`src/rtl/divisor_frecuencia_prog_if.sv`:
```
// Bus bundle for the programmable frequency divider: per-channel enables,
// the shared divisor write port and the registered per-channel outputs.
interface divisor_frecuencia_prog_if #(
    parameter int ANCHO       = 25,
    parameter int NUM_CANALES = 4,
    parameter int SEL_W       = (NUM_CANALES > 1) ? $clog2(NUM_CANALES) : 1
);
    // wr_en is a one-cycle strobe with no ready: every write is taken on the
    // rising edge where wr_en=1, or silently dropped when the data is zero
    // or the channel address is out of range.
    logic [NUM_CANALES-1:0] en;
    logic                   wr_en;
    logic [SEL_W-1:0]       wr_canal;
    logic [ANCHO-1:0]       wr_dato;
    logic [NUM_CANALES-1:0] clk_Salida;
    logic [NUM_CANALES-1:0] tick;
    logic [NUM_CANALES-1:0] pendiente;

    modport master (
        output en, wr_en, wr_canal, wr_dato,
        input  clk_Salida, tick, pendiente
    );

    modport slave (
        input  en, wr_en, wr_canal, wr_dato,
        output clk_Salida, tick, pendiente
    );
endinterface

```
`src/rtl/divisor_frecuencia_prog.sv`:
```
// Multi-channel programmable frequency divider: each channel produces a
// square wave of period 2*D and a tick at every half-period boundary.
module divisor_frecuencia_prog #(
    parameter int ANCHO       = 25,
    parameter int NUM_CANALES = 4,
    parameter int DIV_INICIAL = 25000000,
    parameter int SEL_W       = (NUM_CANALES > 1) ? $clog2(NUM_CANALES) : 1
) (
    input  logic                       clk_Entrada,
    input  logic                       rst,
    divisor_frecuencia_prog_if.slave   bus
);
    localparam logic [ANCHO-1:0] DIV_RST = ANCHO'(DIV_INICIAL);
    localparam logic [ANCHO-1:0] UNO     = ANCHO'(1);

    logic                   dato_valido;
    logic [NUM_CANALES-1:0] sal_v;
    logic [NUM_CANALES-1:0] tick_v;
    logic [NUM_CANALES-1:0] pend_v;

    // A zero divisor would never reach a boundary, so it is dropped here.
    assign dato_valido = bus.wr_en && (bus.wr_dato != '0);

    for (genvar c = 0; c < NUM_CANALES; c++) begin : g_canal
        logic [ANCHO-1:0] activo;
        logic [ANCHO-1:0] sombra;
        logic [ANCHO-1:0] contador;
        logic             sal_q;
        logic             tick_q;
        logic             pend_q;
        logic             escribe;
        logic             frontera;
        logic             aplica;

        assign escribe  = dato_valido && (bus.wr_canal == SEL_W'(c));
        assign frontera = bus.en[c] && (contador == activo - UNO);
        // Swapping only when the count restarts at 0 keeps every half-period
        // whole, whatever the new value is.
        assign aplica   = pend_q && (frontera || !bus.en[c]);

        always_ff @(posedge clk_Entrada or posedge rst) begin
            if (rst) begin
                activo   <= DIV_RST;
                sombra   <= DIV_RST;
                contador <= '0;
                sal_q    <= 1'b0;
                tick_q   <= 1'b0;
                pend_q   <= 1'b0;
            end else begin
                if (bus.en[c]) begin
                    if (frontera) begin
                        contador <= '0;
                        sal_q    <= ~sal_q;
                        tick_q   <= 1'b1;
                    end else begin
                        contador <= contador + UNO;
                        tick_q   <= 1'b0;
                    end
                end else begin
                    contador <= '0;
                    tick_q   <= 1'b0;
                end

                if (aplica) begin
                    activo <= sombra;
                end

                // A write on the swap edge wins: it stays pending for the next boundary.
                if (escribe) begin
                    sombra <= bus.wr_dato;
                    pend_q <= 1'b1;
                end else if (aplica) begin
                    pend_q <= 1'b0;
                end
            end
        end

        assign sal_v[c]  = sal_q;
        assign tick_v[c] = tick_q;
        assign pend_v[c] = pend_q;
    end

    assign bus.clk_Salida = sal_v;
    assign bus.tick       = tick_v;
    assign bus.pendiente  = pend_v;
endmodule

```
`src/flat_wrapper.sv`:
```
// flat-port wrapper written by rule: the top's interface ports become plain ports
module divisor_frecuencia_prog_flat 
#(
    parameter int ANCHO       = 25,
    parameter int NUM_CANALES = 4,
    parameter int DIV_INICIAL = 25000000,
    parameter int SEL_W       = (NUM_CANALES > 1) ? $clog2(NUM_CANALES) : 1
)
  (clk_Entrada, rst, bus_en, bus_wr_en, bus_wr_canal, bus_wr_dato, bus_clk_Salida, bus_tick, bus_pendiente);
  divisor_frecuencia_prog_if #(.ANCHO(ANCHO), .NUM_CANALES(NUM_CANALES), .SEL_W(SEL_W)) bus_i ();
  input  logic clk_Entrada;
  input  logic rst;
  input wire logic [$bits(bus_i.en)-1:0] bus_en;
  input wire logic [$bits(bus_i.wr_en)-1:0] bus_wr_en;
  input wire logic [$bits(bus_i.wr_canal)-1:0] bus_wr_canal;
  input wire logic [$bits(bus_i.wr_dato)-1:0] bus_wr_dato;
  output wire logic [$bits(bus_i.clk_Salida)-1:0] bus_clk_Salida;
  output wire logic [$bits(bus_i.tick)-1:0] bus_tick;
  output wire logic [$bits(bus_i.pendiente)-1:0] bus_pendiente;
  assign bus_i.en = bus_en;
  assign bus_i.wr_en = bus_wr_en;
  assign bus_i.wr_canal = bus_wr_canal;
  assign bus_i.wr_dato = bus_wr_dato;
  assign bus_clk_Salida = bus_i.clk_Salida;
  assign bus_tick = bus_i.tick;
  assign bus_pendiente = bus_i.pendiente;
  divisor_frecuencia_prog #(.ANCHO(ANCHO), .NUM_CANALES(NUM_CANALES), .DIV_INICIAL(DIV_INICIAL), .SEL_W(SEL_W)) u_core (.clk_Entrada(clk_Entrada), .rst(rst), .bus(bus_i));
endmodule
```
`config.mk`:
```
export PLATFORM = sky130hd
export DESIGN_NAME = divisor_frecuencia_prog_flat
export DESIGN_NICKNAME = d
export VERILOG_FILES = /design/src/rtl/divisor_frecuencia_prog_if.sv /design/src/rtl/divisor_frecuencia_prog.sv /design/src/flat_wrapper.sv
export SDC_FILE = /design/constraint.sdc
export NUM_CORES = 1
export LEC_CHECK = 0
export ABC_CLOCK_PERIOD_IN_PS = 16430
export BUFFER_PORTS_ARGS = -buffer_cell sky130_fd_sc_hd__buf_2
export CAP_MARGIN = 20
export CORE_UTILIZATION = 60
export DETAILED_ROUTE_END_ITERATION = 8
export PLACE_DENSITY = 0.78
export SYNTH_ARGS = -nofsm -noshare
export SYNTH_HDL_FRONTEND = slang
export SYNTH_SLANG_ARGS = --single-unit
```
`constraint.sdc`:
```
create_clock -name clk_Entrada -period 16.43 [get_ports clk_Entrada]
set_input_delay 2.4645 -clock clk_Entrada [delete_from_list [all_inputs] [get_ports clk_Entrada]]
set_output_delay 2.4645 -clock clk_Entrada [all_outputs]
set_load 0.01 [all_outputs]
```
==> flow_summary.ini <==
[run_status]
status = finished clean

[clocking]
cts.clk_slew.worst_paths_ns = 0.06
cts_tree = built
root_buffer = clkbuf_16
cts_buffer_depth = 3
cts.htree.levels = 1
clk_latency_ns = 0.57
cts_hold_buf = 0
cts_num_sinks = 312
post_cts_buffers = 0
cts_buffers = 31
ctsResizeCount = 0

[global_route]
grt_pass1_vias = 11155
grt_max_degree = 103
antenna_found_initial = 0
grt_pass1_wl_mm = 57.7
overflow = 0
grt_use_total_pct = 25.6

[min_path]
hp-start = u_core.g_canal[0].sal_q$_DFFE_PP0P_
min_to = u_core.g_canal[0].sal_q$_DFFE_PP0P_
hp-class = reg -> reg
holdPathStages = 1

[synth]
async_flop_share_pct = 100
syn_nets = 1514
syn_inst = 1472
synth_top_flop_cell = dfrtp_1
synth_top_area_share_pct = 33.1
synth_top_area_cell = dfrtp_1
synth_cell_type_count = 73
yosys_warnings = 0
netlist_area_sq_mm = 0.0163
syn_area_per_cell_sq_um = 11.1
ys_seq_elements = 312
yosys-top-cells-area = dfrtp_1 33%, dfstp_2 15%, mux2_2 13%, xnor2_1 6.3%, xor2_1 5.7%
synth_edf_count = 0
yosysSeqAreaShare_pct = 48.5

[setup_path]
crit_arrival_ns = 4.78
crit_family = simple AND/OR/NAND/NOR gates
cp_slowest_cell = nor3b_1
reg2reg_from = u_core.g_canal[3].activo[0]$_DFFE_PP0P_
reg2regPathDepth = 11
critPathBufInv = 2
endpoint_kind = flip-flop
cp-start-kind = flip-flop
path_max_fanout = 27
r2r_slack_ns = 12.10
cp_data_required_time_ns = 16.88
reg2reg_to = u_core.g_canal[3].activo[10]$_DFFE_PP0P_
crit_path_cell_trace = inv_1 -> ha_1 -> nor3b_1 -> nand4_1 -> nor4_2 -> xnor2_1 -> or4_4 -> o41ai_4 -> buf_4 -> nand2_4 -> mux2_4
slowest_delay_ns = 0.76
critPathKind = reg -> reg

[power]
p_leak_nw = 7.50
max-vdd-ir-drop_v = 0.000115
power.density_mw_per_mm2 = 137

[sta]
relSlewSlack_pct = 31.1
skew_ns = 0.00897
fin_crit_sh_pct = 26.3
rsz0062_at_grt = no
fmax_ghz = 0.231
maxSlewViolCount = 0
finalHoldViolCount = 0
setup_violations = 0
tightest_slew_ns = 1.02
period_minus_slack_ns = 4.33
fin_setup_tns_ns = 0

[final_layout]
fillCellCount = 2012
layout.cells.non_filler = 1861
final_nets = 1536
area_growth_pct = 10.1
register_area_sq_mm = 0.00793
layout-drive-gt1-share_pct = 28.2
multi_input_area_sq_mm = 0.00796

[place]
dp.cells = 1797
port_buffers = 45
routabilityCongestion = 0.894
dp_hpwl_mm = 23.9

[drt]
via_count = 11071
routedWlPerCell_um = 18.7
via_per_inst = 5.95
first_iter_violations = 773
ant_nets = 0
drc_errors = 0
firstDrtPassIters = 5
wl_mm = 34.8

[floorplan]
fp.dieH_um = 167
die_w_um = 167
core_area_sq_mm = 0.0268
start_util_pct = 60.9
fp-row-count = 60
ios = 46
die_area_sq_mm = 0.0279

[run]
maxCapViolations = 0
## area by class of cell
cell class,count,share of cell area (%)
clock buffers,36,4.64
diodes,1,0.0139
well taps,341,2.37
repair buffers,58,2.25
inverters,33,0.730
clock inverters,22,1.66
flip-flops and latches,312,44.1
multi-input cells,1058,44.3
## metrics by stage
step | worst slack, ns | util, % | hold WS [ns] | power, mW | instance area [sq um]
3_3_place_gp | 11.43 | 62.4 | 0.450 | 1.66 | 16700
6_report | 12.10 | 67.1 | 0.465 | 2.47 | 18000
4_1_cts | 11.81 | 66.7 | 0.468 | 2.48 | 17900
2_1_floorplan | 5.49 | - | 0.443 | 1.54 | 16300
3_5_place_dp | 11.38 | 62.5 | 0.451 | 1.69 | 16700
5_1_grt | 11.80 | 67.1 | 0.473 | 2.59 | 18000
## sequential cells by signal (all words and copies together), names as in the netlist
name,count
u_core.g_canal.sal_q,4
u_core.g_canal.tick_q,4
u_core.g_canal.sombra,100
u_core.g_canal.pend_q,4
u_core.g_canal.activo,100
u_core.g_canal.contador,100
## worst register-to-register path, delay by kind of cell, from the launching register on
kind	cells	cell delay, ns
AO/OA/AOI/OAI	1	0.36
XOR/XNOR	1	0.13
adder cells (fa/ha/maj)	1	0.17
buffers and inverters	2	0.43
flip-flops	1	0.44
multiplexers	1	0.40
AND/OR/NAND/NOR	5	2.28
## where the power goes
part           switching, mW  internal, mW
combinational          0.250         0.287
sequential             0.189         0.965
clock                  0.313         0.461
## layer usage
metal / GRT usage, % / up-vias / part of all wire, %
met3: 3.92 / 56 / 5.3
li1: - / 5227 / -
met4: 5.84 / 0 / 1.9
met2: 41.9 / 246 / 48
met1: 35.9 / 5542 / 45
met5: 0 / - / 0
## synth_stat cells (all sizes together), types with 13 or more instances
library cell / count
xnor2: 117
or3: 13
o21ai: 23
buf: 25
nand3: 59
nand2: 70
nor3: 30
xor2: 107
nand4: 32
dfstp: 96
inv: 33
a21oi: 15
dfrtp: 216
and3: 31
clkbuf: 44
nor2: 138
mux2: 202
nor4: 30
or4: 15
and2: 33
## kinds of logic (layout without fill, tap and decap cells)
kind of cell               count (synthesis)  count (layout)  synth area share [%]
adders and majority gates                  8               8                 0.613
and+or+nand+nor                          511             511                  16.6
DFF                                      312             312                  48.5
xor gates and xnor gates                 224             224                  12.0
muxes                                    208             208                  14.8
other                                      0               1                     0
buffers and inverters                    102             149                  2.80
AOI/OAI and AO/OA                        107             107                  4.70
## layout by cell type (no fill, tap or decap), types with 33 or more instances in the layout
cell,instances
dfrtp_1,216
mux2_2,182
nor2_1,138
xnor2_1,117
xor2_1,107
dfstp_2,96
nand2_1,69
nand3_1,59
buf_2,45
and2_1,33
## worst max path at each step
stage | start | to | cells past startpoint
5_1_grt | u_core.g_canal[3].activo[0]$_DFFE_PP0P_ | u_core.g_canal[3].activo[10]$_DFFE_PP0P_ | 11
6_report | u_core.g_canal[3].activo[0]$_DFFE_PP0P_ | u_core.g_canal[3].activo[10]$_DFFE_PP0P_ | 11
3_3_place_gp | rst | u_core.g_canal[0].contador[21]$_DFF_PP0_ | 4
2_1_floorplan | rst | u_core.g_canal[0].activo[0]$_DFFE_PP0P_ | 1
4_1_cts | u_core.g_canal[2].activo[0]$_DFFE_PP0P_ | u_core.g_canal[2].activo[0]$_DFFE_PP0P_ | 8
3_5_place_dp | rst | u_core.g_canal[0].contador[20]$_DFF_PP0_ | 4
No activity file was read; power rests on OpenSTA's default activity.
